$ cat src/rtl/loader_pkg.sv
`default_nettype none
// +----------------------------------------------------------------------+
// | loader_pkg                                                           |
// | Command codes, FSM state encoding and halt marker for the loader.    |
// | Revision: 1.0                                                        |
// +----------------------------------------------------------------------+
package loader_pkg;

    localparam logic [7:0]  c_CMD_LOAD  = 8'h01;
    localparam logic [7:0]  c_CMD_RUN   = 8'h02;
    localparam logic [7:0]  c_CMD_STEP  = 8'h03;
    localparam logic [31:0] c_HALT_WORD = 32'hFFFF_FFFF;

    typedef enum logic [2:0] {
        ST_IDLE = 3'd0,
        ST_LOAD = 3'd1,
        ST_ARM  = 3'd2,
        ST_RUN  = 3'd3,
        ST_STEP = 3'd4,
        ST_DONE = 3'd5
    } state_t;

endpackage
`default_nettype wire

$ cat src/rtl/word_assembler.sv
`default_nettype none
// +----------------------------------------------------------------------+
// | word_assembler                                                       |
// | Shifts bytes in MSB first and flags the byte that completes a word.  |
// | Revision: 1.0                                                        |
// +----------------------------------------------------------------------+
module word_assembler #(
    parameter int LENGTH = 32
) (
    input  logic              clk,
    input  logic              reset,
    input  logic              clear,
    input  logic [7:0]        byte_in,
    input  logic              byte_valid,
    output logic [LENGTH-1:0] word,
    output logic              word_valid
);

    localparam int                 c_BYTES = LENGTH / 8;
    localparam int                 c_CNT_W = $clog2(c_BYTES);
    localparam logic [c_CNT_W-1:0] c_LAST  = c_CNT_W'(c_BYTES - 1);

    logic [LENGTH-9:0]  r_shift;
    logic [c_CNT_W-1:0] r_count;

    // Word and strobe are combinational so the caller can register the write
    // on the same edge that samples the final byte.
    assign word       = {r_shift, byte_in};
    assign word_valid = byte_valid && (r_count == c_LAST);

    always_ff @(posedge clk or negedge reset) begin
        if (!reset) begin
            r_shift <= '0;
            r_count <= '0;
        end else if (clear) begin
            r_shift <= '0;
            r_count <= '0;
        end else if (byte_valid) begin
            r_shift <= word[LENGTH-9:0];
            r_count <= r_count + c_CNT_W'(1);
        end
    end

endmodule
`default_nettype wire

$ cat src/rtl/instruction_loader.sv
`default_nettype none
// +----------------------------------------------------------------------+
// | instruction_loader                                                   |
// | UART-fed program loader and run/step sequencer for instruction_fetch.|
// | Revision: 1.0                                                        |
// +----------------------------------------------------------------------+
module instruction_loader
    import loader_pkg::*;
#(
    parameter int                LENGTH    = 32,
    parameter int                MEM_DEPTH = 256,
    parameter logic [LENGTH-1:0] HALT_WORD = c_HALT_WORD
) (
    input  logic              clk,
    input  logic              reset,
    input  logic [7:0]        rx_data,
    input  logic              rx_valid,
    input  logic              halt_detected,
    output logic              write_enable,
    output logic [LENGTH-1:0] address_to_write,
    output logic [LENGTH-1:0] instruction_to_write,
    output logic              start,
    output logic              mips_enable,
    output logic              loaded,
    output logic              error,
    output logic [2:0]        state
);

    localparam logic [LENGTH-1:0] c_LAST_ADDR = LENGTH'(MEM_DEPTH - 1);

    state_t            r_state, w_state_next;
    logic [LENGTH-1:0] r_addr, w_addr_next;
    logic              r_we, w_we_next;
    logic [LENGTH-1:0] r_wr_addr, w_wr_addr_next;
    logic [LENGTH-1:0] r_wr_data, w_wr_data_next;
    logic              r_start, w_start_next;
    logic              r_mips, w_mips_next;
    logic              r_loaded, w_loaded_next;
    logic              r_error, w_error_next;

    logic              w_clear;
    logic              w_byte_valid;
    logic [LENGTH-1:0] w_word;
    logic              w_word_valid;

    // Only bytes arriving while in LOAD are program data.
    assign w_byte_valid = rx_valid && (r_state == ST_LOAD);

    word_assembler #(
        .LENGTH (LENGTH)
    ) u_word_assembler (
        .clk        (clk),
        .reset      (reset),
        .clear      (w_clear),
        .byte_in    (rx_data),
        .byte_valid (w_byte_valid),
        .word       (w_word),
        .word_valid (w_word_valid)
    );

    always_comb begin
        w_state_next   = r_state;
        w_addr_next    = r_addr;
        w_we_next      = 1'b0;
        w_wr_addr_next = r_wr_addr;
        w_wr_data_next = r_wr_data;
        w_start_next   = 1'b0;
        w_mips_next    = 1'b0;
        w_loaded_next  = r_loaded;
        w_error_next   = r_error;
        w_clear        = 1'b0;

        case (r_state)
            ST_IDLE, ST_DONE: begin
                if (rx_valid) begin
                    if (rx_data == c_CMD_LOAD) begin
                        w_state_next  = ST_LOAD;
                        w_error_next  = 1'b0;
                        w_loaded_next = 1'b0;
                        w_addr_next   = '0;
                        w_clear       = 1'b1;
                    end else if ((r_state == ST_IDLE) && r_loaded && (rx_data == c_CMD_RUN)) begin
                        w_state_next = ST_RUN;
                        w_mips_next  = 1'b1;
                    end else if ((r_state == ST_IDLE) && r_loaded && (rx_data == c_CMD_STEP)) begin
                        w_state_next = ST_STEP;
                        w_mips_next  = 1'b1;
                    end else begin
                        w_error_next = 1'b1;
                    end
                end
            end
            ST_LOAD: begin
                if (w_word_valid) begin
                    w_we_next      = 1'b1;
                    w_wr_addr_next = r_addr;
                    w_wr_data_next = w_word;
                    w_addr_next    = r_addr + LENGTH'(1);
                    // A halt in the last slot still counts as a complete program.
                    if (w_word == HALT_WORD) begin
                        w_state_next = ST_ARM;
                    end else if (r_addr == c_LAST_ADDR) begin
                        w_state_next  = ST_IDLE;
                        w_error_next  = 1'b1;
                        w_loaded_next = 1'b0;
                    end
                end
            end
            ST_ARM: begin
                w_start_next  = 1'b1;
                w_loaded_next = 1'b1;
                w_state_next  = ST_IDLE;
            end
            ST_RUN: begin
                if (halt_detected) begin
                    w_state_next = ST_DONE;
                end else begin
                    w_mips_next = 1'b1;
                end
            end
            ST_STEP: begin
                w_state_next = halt_detected ? ST_DONE : ST_IDLE;
            end
            default: begin
                w_state_next = ST_IDLE;
            end
        endcase
    end

    always_ff @(posedge clk or negedge reset) begin
        if (!reset) begin
            r_state   <= ST_IDLE;
            r_addr    <= '0;
            r_we      <= 1'b0;
            r_wr_addr <= '0;
            r_wr_data <= '0;
            r_start   <= 1'b0;
            r_mips    <= 1'b0;
            r_loaded  <= 1'b0;
            r_error   <= 1'b0;
        end else begin
            r_state   <= w_state_next;
            r_addr    <= w_addr_next;
            r_we      <= w_we_next;
            r_wr_addr <= w_wr_addr_next;
            r_wr_data <= w_wr_data_next;
            r_start   <= w_start_next;
            r_mips    <= w_mips_next;
            r_loaded  <= w_loaded_next;
            r_error   <= w_error_next;
        end
    end

    assign write_enable         = r_we;
    assign address_to_write     = r_wr_addr;
    assign instruction_to_write = r_wr_data;
    assign start                = r_start;
    assign mips_enable          = r_mips;
    assign loaded               = r_loaded;
    assign error                = r_error;
    assign state                = r_state;

endmodule
`default_nettype wire
$ cat config.mk
export PLATFORM = sky130hd
export DESIGN_NAME = instruction_loader
export DESIGN_NICKNAME = d
export VERILOG_FILES = /design/src/rtl/loader_pkg.sv /design/src/rtl/word_assembler.sv /design/src/rtl/instruction_loader.sv
export SDC_FILE = /design/constraint.sdc
export NUM_CORES = 1
export LEC_CHECK = 0
export BUFFER_PORTS_ARGS = -buffer_cell sky130_fd_sc_hd__buf_2
export CAP_MARGIN = 5
export CELL_PAD_IN_SITES_DETAIL_PLACEMENT = 0
export CELL_PAD_IN_SITES_GLOBAL_PLACEMENT = 1
export CORE_AREA = 5 5 91 157
export CTS_BUF_LIST = sky130_fd_sc_hd__clkbuf_16
export CTS_CLUSTER_DIAMETER = 50
export DETAILED_ROUTE_END_ITERATION = 12
export DIE_AREA = 0 0 96 162
export GPL_TIMING_DRIVEN = 0
export PLACE_DENSITY = 0.85
export SYNTH_ARGS = -nofsm -noshare
export SYNTH_HDL_FRONTEND = slang
export SYNTH_SLANG_ARGS = --single-unit
$ cat constraint.sdc
create_clock -name clk -period 3.9 [get_ports clk]
set_input_delay 0.78 -clock clk [delete_from_list [all_inputs] [get_ports clk]]
set_output_delay 0.78 -clock clk [all_outputs]
set_load 0.03 [all_outputs]
==> impl_metrics.env <==
export IMPL_status="completed"
export IMPL_die_h_um=162
export IMPL_cp_slowest_cell="nor3b_2"
export IMPL_fin_area_um2=7160
export IMPL_grt_pass1_vias=4963
export IMPL_path_delay_family="simple AND/OR/NAND/NOR gates"
export IMPL_synth_seq_cells=130
export IMPL_avgRoutedWirePerCell_um=16.5
export IMPL_cts_made_buffers=17
export IMPL_clkPwrFrac_pct=35.8
export IMPL_num_antenna_cells=0
export IMPL_area_growth_pct=21.4
export IMPL_synth_common_cells="212 x nand2_1, 130 x dfrtp_1, 55 x nor2_1, 29 x o21ai_0, 26 x mux2i_1"
export IMPL_place_congestion=0.881
export IMPL_syn_inst=629
export IMPL_grt_max_degree=70
export IMPL_syn_area_per_cell_um2=9.38
export IMPL_drc_errors=0
export IMPL_die_area_um2=15600
export IMPL_holdBufCountCts=0
export IMPL_hpwl_um=10900
export IMPL_viasPerCell=5.26
export IMPL_rsz0062_at_grt="no"
export IMPL_vias=4813
export IMPL_leakage_nw=3.73
export IMPL_endpoint_kind="flip-flop"
export IMPL_p_total_w=0.00455
export IMPL_crit_chain="buf_6 > nor3b_2 > and2_1 > buf_4 > nand2_2 > inv_1 > buf_2 > buf_2 > nand2_1 > nand2_1"
export IMPL_firstDrtPassIters=5
export IMPL_setup_viol=0
export IMPL_start_kind="flip-flop"
export IMPL_rows=55
export IMPL_synth_area_leader_cell="dfrtp_1"
export IMPL_num_nets_final=746
export IMPL_yosys_cell_types_count=50
export IMPL_pwr_share_comb_pct=23.3
export IMPL_fillerInstances=1209
export IMPL_crit_fanout=10
export IMPL_synth_ff_type="dfrtp_1"
export IMPL_slew_viol_final=0
export IMPL_p_int_w=0.00303
export IMPL_routed_wl_um=15100
export IMPL_ctsLongestPathBuffers=2
export IMPL_fmax_mhz=398
export IMPL_yosysSeqAreaShare_pct=55.1
export IMPL_worstPathRequired_ps=4260
export IMPL_cts_root_buffer_cell="clkbuf_16"
export IMPL_grt_antenna_before_repair=1
export IMPL_drive_gt1_share_pct=20.8
export IMPL_cp_num_buf_inv=5
export IMPL_p_sw_share_pct=33.6
export IMPL_power_switching_w=0.00153
export IMPL_synth_area_leaders="dfrtp_1 55%, nand2_1 13%, mux2i_1 4.4%, nor2_1 3.5%, o21ai_0 2.5%"
export IMPL_die_width_um=96
export IMPL_tritoncts="yes"
export IMPL_clock_sinks=130
export IMPL_hold_viol_final=0
export IMPL_max_slew_margin_pct=55.8
export IMPL_place_area_um2=6560
export IMPL_maxCapViolCount=0
export IMPL_synth_top_area_share_pct=55.1
export IMPL_htreeDepth=4
export IMPL_tns_ps=0
export IMPL_period_needed_ps=2520
export IMPL_port_buffers=83
export IMPL_ff_latch_area_um2=3250
export IMPL_syn_area_um2=5900
export IMPL_finClkSkew_ps=9.39
export IMPL_postCtsResizedCells=0
export IMPL_vdd_drop_max_v=0.000418
export IMPL_ys_warn_count=0
export IMPL_timing_worst_setup_path_type="reg -> reg"
export IMPL_yosysMostFrequentCell="nand2_1"
export IMPL_tightest_slew_ps=658
export IMPL_insertion_delay_ps=420
export IMPL_critPathMaxStageDelay_ps=560
export IMPL_drtIter0Drc=271
export IMPL_final_antenna_net_count=0
export IMPL_crit_arrival_ps=2880
export IMPL_cts_setup_buffers=0
export IMPL_synth_nets=643
export IMPL_clk_pin_slew_ps=60
export IMPL_powerDensity_nw_per_um2=636
export IMPL_grt_pass1_wl_um=24600
export IMPL_ios=84
export IMPL_coreArea_um2=12800
export IMPL_async_reset_ff_share_pct=100
export IMPL_hold_class="in -> async"
export IMPL_start_util_pct=46.1
export IMPL_grt_overflow=0
export IMPL_seq_power_share_pct=40.8
export IMPL_multi_input_area_um2=2440
export IMPL_grtUsageTotal_pct=20.4
export IMPL_min_period_over_period_pct=64.5
export IMPL_synth_edf_count=0
-- per-stage QoR --
stage	hold WS (ps)	utilization [%]	cells	setup slack (ps)
2_1_floorplan	460	-	629	1530
3_3_place_gp	452	51.0	883	378
5_1_grt	402	55.9	915	1200
3_5_place_dp	457	51.3	884	1090
6_report	359	55.9	915	1380
4_1_cts	384	55.9	915	1360
-- sequential cells by signal, summed over array words and instances (netlist names) --
name	count
error	1
r_addr	32
loaded	1
instruction_to_write	32
u_word_assembler.r_shift	24
u_word_assembler.r_count	2
mips_enable	1
state	3
start	1
write_enable	1
address_to_write	32
-- layer usage --
metal / wire length [µm] / GRT usage, % / up-vias
li1: - / - / 2296
met1: 5870 / 22.9 / 2356
met2: 8130 / 36.1 / 130
met3: 624 / 4.91 / 31
met4: 457 / 8.16 / 0
met5: 0 / 0 / -
-- cell usage in the layout (no fill, tap or decap), drive strengths merged, types with 2 or more instances in the layout --
cell type,n
nand2,213
dfrtp,130
buf,109
nor2,56
o21ai,29
clkbuf,27
mux2i,26
nand4,20
nor4,15
a21oi,13
nand3,11
xnor2,10
and3,8
inv,7
xor2,6
nand2b,6
nor3,6
and2,5
clkinv,5
bufinv,4
nor2b,4
nor3b,4
a31oi,3
clkinvlp,3
or2,2
or3,2
o21a,2
o31ai,2
ha,2
nand4b,2
-- kinds of logic (layout without fill, tap and decap cells) --
| family | count (synthesis) | in the layout | synth area share, % |
|---|---|---|---|
| flip-flops | 130 | 130 | 55.1 |
| XOR/XNOR | 16 | 16 | 2.38 |
| multiplexers | 26 | 26 | 4.41 |
| buffers and inverters | 40 | 155 | 3.54 |
| AO/OA/AOI/OAI | 60 | 60 | 6.36 |
| adder cells (fa/ha/maj) | 2 | 2 | 0.424 |
| AND/OR/NAND/NOR | 355 | 355 | 27.7 |
-- worst register-to-register path: cells and delay by family, from the launching register on --
kind          cells  cell delay (ps)
simple gates      5             1120
flops             1              380
buf+inv           5              950
-- power groups by stage --
stage	clock network [W]	logic, W	registers, W
2_1_floorplan	0	0.000543	0.00202
3_3_place_gp	0	0.00103	0.00187
3_5_place_dp	0	0.00106	0.00188
4_1_cts	0.00165	0.00107	0.00186
5_1_grt	0.00172	0.00117	0.00189
6_report	0.00163	0.00106	0.00186
-- final timing paths --
kind                                       from                       end  slack, ps  depth (start not counted)
max in group asynchronous                 reset                r_addr[30]       2820                          2
min                                       reset       address_to_write[8]        360                          1
max                                    state[2]  instruction_to_write[10]       1380                         10
min reg2reg                address_to_write[14]      address_to_write[14]        470                          2
max reg2reg                            state[2]  instruction_to_write[10]       1380                         10
min in group clk           address_to_write[14]      address_to_write[14]        470                          2
-- cell type report --
type                       instances  share of cell area [%]
sequential                       130                    45.4
timing repair buffer              84                    6.27
tap                              171                    2.99
inverter                           5                   0.262
clock inverter                    14                    2.41
clock buffer                      17                    5.94
buffer                            35                    2.66
multi-input combinational        459                    34.0
Note: power is estimated with default switching activity, not from simulation.
